`src/rtl/fir_tap_reader_pkg.sv`:
```
// Shared definitions for the FIR_LPF sample path: default datapath sizes
// (shared with the coefficient ROM and MAC) and the tap-reader state encoding.
package fir_tap_reader_pkg;

    localparam int DW_DEF   = 16;
    localparam int TAPS_DEF = 64;
    localparam int AW_DEF   = 6;

    localparam logic [1:0] ST_IDLE  = 2'd0;
    localparam logic [1:0] ST_READ  = 2'd1;
    localparam logic [1:0] ST_DRAIN = 2'd2;

endpackage

```
`src/rtl/fir_dline_ram.sv`:
```
// Simple dual-port delay-line RAM: one write port, one registered read port.
// No reset on the storage so synthesis maps it onto block RAM.
module fir_dline_ram #(
    parameter int DW   = 16,
    parameter int TAPS = 64,
    parameter int AW   = 6
) (
    input  logic          clk,
    input  logic          we,
    input  logic [AW-1:0] waddr,
    input  logic [DW-1:0] wdata,
    input  logic          re,
    input  logic [AW-1:0] raddr,
    output logic [DW-1:0] rdata
);

    logic [DW-1:0] mem [TAPS];
    logic [DW-1:0] rdata_reg;

    always_ff @(posedge clk) begin
        if (we) begin
            mem[waddr] <= wdata;
        end
    end

    always_ff @(posedge clk) begin
        if (re) begin
            rdata_reg <= mem[raddr];
        end
    end

    assign rdata = rdata_reg;

endmodule

```
`src/rtl/fir_tap_reader.sv`:
```
// Delay-line writer/reader for the FIR_LPF: on each synchronised s_clk rise,
// stores one sample then streams all taps newest-to-oldest to the MAC stage.
module fir_tap_reader
    import fir_tap_reader_pkg::*;
#(
    parameter int DW   = DW_DEF,
    parameter int TAPS = TAPS_DEF,
    parameter int AW   = AW_DEF
) (
    input  logic          clk,
    input  logic          rst,
    input  logic          s_clk,
    input  logic          en,
    input  logic [DW-1:0] din,
    output logic [AW-1:0] coef_addr,
    output logic [DW-1:0] smp,
    output logic          smp_vld,
    output logic          smp_last,
    output logic          busy,
    output logic          ovr
);

    localparam logic [AW-1:0] K_LAST   = AW'(TAPS - 1);
    localparam logic [AW:0]   FILL_MAX = (AW + 1)'(TAPS);

    logic          pl0_reg;
    logic          pl1_reg;
    logic          s_edge;

    logic [1:0]    state_reg,  state_next;
    logic [AW-1:0] wr_ptr_reg, wr_ptr_next;
    logic [AW-1:0] rd_ptr_reg, rd_ptr_next;
    logic [AW-1:0] k_reg,      k_next;
    logic [AW:0]   fill_reg,   fill_next;

    logic          vld_reg;
    logic          last_reg;
    logic          mask_reg;
    logic [AW-1:0] addr_reg;
    logic          ovr_reg;

    logic          ram_we;
    logic          ram_re;
    logic [DW-1:0] ram_rdata;

    always_ff @(posedge clk or negedge rst) begin
        if (!rst) begin
            pl0_reg <= 1'b0;
            pl1_reg <= 1'b0;
        end else begin
            pl0_reg <= s_clk;
            pl1_reg <= pl0_reg;
        end
    end

    assign s_edge = pl0_reg & ~pl1_reg;

    // Writes happen only in IDLE, so the read port never sees a same-address collision.
    always_comb begin
        state_next  = state_reg;
        wr_ptr_next = wr_ptr_reg;
        rd_ptr_next = rd_ptr_reg;
        k_next      = k_reg;
        fill_next   = fill_reg;
        ram_we      = 1'b0;
        ram_re      = 1'b0;
        case (state_reg)
            ST_IDLE: begin
                if (s_edge && en) begin
                    ram_we      = 1'b1;
                    rd_ptr_next = wr_ptr_reg;
                    wr_ptr_next = wr_ptr_reg + 1'b1;
                    fill_next   = (fill_reg == FILL_MAX) ? fill_reg : fill_reg + 1'b1;
                    k_next      = '0;
                    state_next  = ST_READ;
                end
            end
            ST_READ: begin
                ram_re      = 1'b1;
                rd_ptr_next = rd_ptr_reg - 1'b1;
                k_next      = k_reg + 1'b1;
                if (k_reg == K_LAST) begin
                    state_next = ST_DRAIN;
                end
            end
            ST_DRAIN: begin
                state_next = ST_IDLE;
            end
            default: begin
                state_next = ST_IDLE;
            end
        endcase
    end

    always_ff @(posedge clk or negedge rst) begin
        if (!rst) begin
            state_reg  <= ST_IDLE;
            wr_ptr_reg <= '0;
            rd_ptr_reg <= '0;
            k_reg      <= '0;
            fill_reg   <= '0;
        end else begin
            state_reg  <= state_next;
            wr_ptr_reg <= wr_ptr_next;
            rd_ptr_reg <= rd_ptr_next;
            k_reg      <= k_next;
            fill_reg   <= fill_next;
        end
    end

    // Output qualifiers are delayed one cycle to line up with the registered RAM read.
    always_ff @(posedge clk or negedge rst) begin
        if (!rst) begin
            vld_reg  <= 1'b0;
            last_reg <= 1'b0;
            mask_reg <= 1'b0;
            addr_reg <= '0;
            ovr_reg  <= 1'b0;
        end else begin
            vld_reg  <= (state_reg == ST_READ);
            last_reg <= (state_reg == ST_READ) && (k_reg == K_LAST);
            mask_reg <= ({1'b0, k_reg} >= fill_reg);
            addr_reg <= k_reg;
            ovr_reg  <= s_edge && (state_reg != ST_IDLE);
        end
    end

    fir_dline_ram #(
        .DW   (DW),
        .TAPS (TAPS),
        .AW   (AW)
    ) u_dline (
        .clk   (clk),
        .we    (ram_we),
        .waddr (wr_ptr_reg),
        .wdata (din),
        .re    (ram_re),
        .raddr (rd_ptr_reg),
        .rdata (ram_rdata)
    );

    // Slots beyond fill were never written since reset and must read as zero.
    assign smp       = (vld_reg && !mask_reg) ? ram_rdata : '0;
    assign smp_vld   = vld_reg;
    assign smp_last  = last_reg;
    assign coef_addr = addr_reg;
    assign busy      = (state_reg != ST_IDLE);
    assign ovr       = ovr_reg;

endmodule

```
`config.mk`:
```
export PLATFORM = sky130hd
export DESIGN_NAME = fir_tap_reader
export DESIGN_NICKNAME = d
export VERILOG_FILES = /design/src/rtl/fir_tap_reader_pkg.sv /design/src/rtl/fir_dline_ram.sv /design/src/rtl/fir_tap_reader.sv
export SDC_FILE = /design/constraint.sdc
export NUM_CORES = 1
export LEC_CHECK = 0
export ABC_AREA = 1
export BUFFER_PORTS_ARGS = -buffer_cell sky130_fd_sc_hd__buf_2
export CAP_MARGIN = 20
export CORE_UTILIZATION = 57
export DETAILED_ROUTE_END_ITERATION = 16
export HOLD_SLACK_MARGIN = 0.03
export PLACE_DENSITY = 0.76
export SYNTH_ARGS = -nofsm -noshare
export SYNTH_HDL_FRONTEND = slang
export SYNTH_HIERARCHICAL = 1
export SYNTH_SLANG_ARGS = --single-unit
```
`constraint.sdc`:
```
create_clock -name clk -period 3.5 [get_ports clk]
set_input_delay 0.525 -clock clk [delete_from_list [all_inputs] [get_ports clk]]
set_output_delay 0.525 -clock clk [all_outputs]
set_load 0.02 [all_outputs]
```
### Word-level counts from Yosys, hierarchy flattened

Memory sizes are Yosys's and may differ from the RTL's. A register that Yosys moved wholly into a read port is not among the register bits.
Index checks and enable logic that the tools add are counted.

| storage, ports and cells | value |
|---|---|
| memories kept | 1 |
| bits of input ports | 20 |
| output and inout port bits | 26 |
| logic and storage cells | 51 |
| RAM bits | 1024 |
| flip-flop bits (word level) | 39 |

| operators by class | value |
|---|---|
| reductions and logical operators | 12 |
| mux-type cells | 13 |
| bitwise logic cells | 3 |
| order comparisons | 1 |
| $add $sub $neg | 4 |
| equal/unequal tests | 5 |

Memory list:

| name | depth | bits a word | rd ports | clocked after Yosys merged registers in | wr ports | line | source |
|---|---|---|---|---|---|---|---|
| u_dline.mem | 64 | 16 | 1 | 1 | 1 | fir_dline_ram.sv:17 | `logic [DW-1:0] mem [TAPS];` |

Operators with widths:

| operator | number |
|---|---|
| case mux 6 bit (2 select lines) | 2 |
| two-way mux 16 bit | 1 |
| adder 6 x 1 -> 6 bit, second input constant | 2 |
| two-way mux 6 bit | 2 |
| adder 7 x 1 -> 7 bit, second input constant | 1 |
| == test 7 bit, second input constant | 1 |
| greater-or-equal comparator 6 x 7 -> 1 bit | 1 |
| == test 6 bit, second input constant | 1 |
| AND reduction 2 bit | 3 |
| subtractor 6 x 1 -> 6 bit, second input constant | 1 |
| two-way mux 1 bit | 5 |
| logical AND 1 bit | 4 |
| two-way mux 2 bit | 2 |
| inequality test 2 bit, second input constant | 2 |
| case mux 2 bit (2 select lines) | 1 |
| nonzero test 2 bit | 2 |
| AND reduction 3 bit | 1 |
| == test 2 x 1 -> 1 bit, second input constant | 1 |
| logical NOT 2 bit | 1 |
| NOT 1 bit | 2 |
| bitwise AND 1 bit | 1 |
| logical NOT 1 bit | 1 |

### Longest topological paths before layout

| depth | value |
|---|---|
| word-level depth | 7 |
| depth in mapped cells | 12 |
| depth with buffers taken out | 9 |

### Hierarchy

The synthesis kept the hierarchy.

Modules (own cells, without submodules):

| module | instances | cells each | sequential area each (um2) | area an instance (um2) |
|---|---|---|---|---|
| fir_dline_ram | 1 | 3517 | 31230.0 | 42259.3 |
| fir_tap_reader | 1 | 270 | 975.9 | 2133.3 |

### Worst setup path before layout

Ideal clock, no wire load.

| timing path | value |
|---|---|
| path type | input to register |
| start point | in en |
| end point | mem u_dline.mem[48][0], enable pin |
| buffers on the path | 2 |
| setup time | 431 ps |
| arrival time | 3128 ps |
| data required time | 3069 ps |
| cell stages on the path | 6 |
| setup slack | -58 ps |
| cell sequence | nand3_1 > nor2_8 > buf_8 > clkbuf_1 > nand4_1 > nor4_1 |

| between the ends | value |
|---|---|
| cells in the longest elaborated chain, start to end | 5 |

Ends and longest elaborated chain:

| element | line | source |
|---|---|---|
| from (decl) | fir_tap_reader.sv:13 | `input logic en,` |
| logical AND 1 bit | fir_tap_reader.sv:69 | `if (s_edge && en) begin` |
| two-way mux 1 bit | fir_tap_reader.sv:69 |  |
| two-way mux 1 bit | fir_tap_reader.sv:67 | `case (state_reg)` |
| net ram_we | fir_tap_reader.sv:42 | `logic ram_we;` |
| two-way mux 1 bit | fir_dline_ram.sv:21 | `if (we) begin` |
| two-way mux 1 bit (implied by the code) | fir_dline_ram.sv:22 | `mem[waddr] <= wdata;` |
| to (decl) | fir_dline_ram.sv:17 |  |

The timed path passes the listed nets, and every way through them passes these cells.

### Final worst setup path

| timing path | value |
|---|---|
| start point | reg wr_ptr_reg[0] |
| end point | mem u_dline.mem[28][7], enable pin |

RTL lines:

| element | line | source |
|---|---|---|
| from (decl) | fir_tap_reader.sv:31 | `logic [AW-1:0] wr_ptr_reg, wr_ptr_next;` |
| from (signal assigned) | fir_tap_reader.sv:104 | `wr_ptr_reg <= wr_ptr_next;` |

No word-level cell before the write port.

==> impl_metrics.env <==
export IMPL_drt_iter0_drc=3800
export IMPL_cts_root_buf="clkbuf_16"
export IMPL_place_congestion=0.928
export IMPL_fin_util=0.644
export IMPL_cp_cell_sequence="inv_1 > nand4_1 > nor2_1 > buf_4"
export IMPL_slew_headroom=0.276
export IMPL_ys_warnings_count=6
export IMPL_period_needed_ns=2.83
export IMPL_nets=3871
export IMPL_cp_required_ns=3.83
export IMPL_diodes=0
export IMPL_ctsLongestPathBuffers=3
export IMPL_critPathLaunchType="flop"
export IMPL_htree_levels=3
export IMPL_wl_um=112000
export IMPL_vias_per_cell=5.95
export IMPL_irDropWorstVdd_v=0.000884
export IMPL_fin_area_um2=49200
export IMPL_synth_common_cells="1,367 x nand2_1, 1,040 x edfxtp_1, 895 x nand3_1, 114 x buf_2, 89 x nor2_1"
export IMPL_drive_gt1_frac=0.0914
export IMPL_syn_inst=3787
export IMPL_routed_via_count=29500
export IMPL_whs_ns=0.379
export IMPL_synth_seq_cells=1079
export IMPL_io_buffers=45
export IMPL_grt_use_met3=0.0521
export IMPL_drt_pass1_iter_count=6
export IMPL_fp_row_count=101
export IMPL_syn_nets=3818
export IMPL_post_route_drc_count=0
export IMPL_synth_edf_count=1040
export IMPL_status="completed"
export IMPL_total_leakage_power_nw=18.2
export IMPL_finClkSkew_ns=0.0302
export IMPL_r2r_slack_ns=0.67
export IMPL_async_flop_share=0.0361
export IMPL_postCtsResizedCells=0
export IMPL_die_area_um2=79000
export IMPL_end_kind="flop"
export IMPL_postCtsSetupRepairBufs=0
export IMPL_avgSynthCellArea_um2=11.7
export IMPL_clkLatencyLatePin_ns=0.68
export IMPL_grt_busiest_layer="met2"
export IMPL_grt_use_total=0.286
export IMPL_antenna_found_initial=0
export IMPL_clk_pin_slew_ns=0.06
export IMPL_core_um2=76500
export IMPL_area_growth_pct=10.8
export IMPL_grt_pass1_wl_um=168000
export IMPL_postRouteAntennaNets=0
export IMPL_grt_use_met2=0.466
export IMPL_drv_slew=0
export IMPL_synth_top_cell_area_share=0.703
export IMPL_crit_family="simple AND/OR/NAND/NOR gates"
export IMPL_nFillCells=5500
export IMPL_largest_register_ffs=1024
export IMPL_ctsHoldBuffers=2
export IMPL_gr_usage_met1=0.376
export IMPL_dp_cells=4758
export IMPL_synth_area_um2=44400
export IMPL_netlist_top_cells_area="edfxtp_1 70%, nand2_1 12%, nand3_1 10%, dfrtp_1 2.2%, buf_2 1.3%"
export IMPL_tightest_slew_ns=1.09
export IMPL_crit_buf_inv=2
export IMPL_max_freq_mhz=354
export IMPL_final_cells=4959
export IMPL_hold_viol=0
export IMPL_dp_hpwl_um=64200
export IMPL_wl_per_cell_um=22.5
export IMPL_grt_overflow=0
export IMPL_period_share=0.807
export IMPL_setup_viol=0
export IMPL_cts_buffers=106
export IMPL_first_global_vias=28100
export IMPL_cp_slowest_cell="nand4_1"
export IMPL_yosys_area_top_type="edfxtp_1"
export IMPL_rsz0062_at_grt="false"
export IMPL_p_per_area_nw_per_um2=794
export IMPL_arrival_ns=3.16
export IMPL_clock_sinks=1079
export IMPL_yosysMostFrequentCell="nand2_1"
export IMPL_slowest_delay_ns=0.79
export IMPL_postPlaceCellArea_um2=45700
export IMPL_initial_core_util=0.581
export IMPL_fp_dieW_um=281
export IMPL_yosysSeqAreaShare=0.725
export IMPL_crit_type="reg2reg"
export IMPL_grt_max_degree=209
export IMPL_cts_tree="done"
export IMPL_crit_fanout=16
export IMPL_synthFlopType="edfxtp_1"
export IMPL_die_h_um=281
export IMPL_hp_class="in2reg"
export IMPL_synth_cell_types=33
export IMPL_drv_cap=0
export IMPL_io_pins=46
## tightest hold or removal path: stages
cell,delay [ns]
buf_2,0.11
nand3_1,0.17
nor2_8,0.10
nand2_1,0.07
nand2_1,0.04
## cell families after synthesis
kind of cell,Yosys count,share of synthesized area
flip-flops,1079,0.725
adder cells (fa/ha/maj),11,0.00310
AND/OR/NAND/NOR,2380,0.229
buffers and inverters,291,0.0386
AO/OA/AOI/OAI,18,0.00211
XOR/XNOR,8,0.00192
## report_power, final
group	internal [mW]	leakage, nW	total (mW)	switching (mW)
combinational	3.50	6.67	12.8	9.34
clock	6.49	1.69	11.2	4.76
sequential	14.5	9.85	15.0	0.467
## layout by cell type, fill, tap and decap left out, types with 2 or more instances in the layout
master and count:
buf_12 19, o21ai_1 5, inv_4 2, clkinv_1 15
inv_6 3, buf_4 108, nor2_1 89, clkbuf_16 107
dlygate4sd3_1 2, clkinvlp_4 6, inv_2 2, inv_16 2
nor4_2 8, ha_1 11, xor2_1 4, clkbuf_1 22
edfxtp_1 1040, inv_1 55, dfrtp_1 35, clkinv_2 26
a21oi_1 3, nand3_1 895, nand4_1 14, clkinv_8 2
buf_2 44, nand2_4 2, clkbuf_8 6, nand2_1 1367
nor2_4 2, o21ai_0 8, dfrtp_4 3, bufinv_16 10
xnor2_1 2
## stage by stage
step / total power [mW] / setup TNS, ns / setup WS [ns]
2_1_floorplan: 23.8 / -7.49 / -0.0585
6_report: 39.1 / 0 / 0.674
3_3_place_gp: 27.5 / 0 / 0.812
3_5_place_dp: 27.7 / 0 / 0.807
5_1_grt: 40.6 / 0 / 0.617
4_1_cts: 38.9 / 0 / 0.829
## path summary, 6_finish.rpt
kind / startpoint / to / depth (start not counted)
worst max-delay path: wr_ptr_reg[0] / u_dline/mem[28][7] / 4
worst min-delay path: en / wr_ptr_reg[1] / 5
worst max register to register: wr_ptr_reg[0] / u_dline/mem[28][7] / 4
worst min register to register: pl0_reg / pl1_reg / 0
max in group asynchronous: rst / rd_ptr_reg[1] / 2
min in group asynchronous: rst / fill_reg[6] / 2
## final cells by class
type | instances | area [µm²] | share of cell area
multi-input combinational | 2417 | 10500 | 0.214
sequential | 1079 | 32200 | 0.655
clock buffer | 135 | 2840 | 0.0578
timing repair buffer | 174 | 1460 | 0.0297
clock inverter | 62 | 606 | 0.0123
tap | 1030 | 1290 | 0.0262
inverter | 62 | 263 | 0.00534
## per-layer routing
layer | vias up | wire, µm | share of wire
met5 | - | 0 | 0
met4 | 0 | 5100 | 0.046
met3 | 284 | 11300 | 0.10
met2 | 1650 | 53800 | 0.48
met1 | 14200 | 41500 | 0.37
li1 | 13300 | - | -
Power figures use the tool's default switching activity.
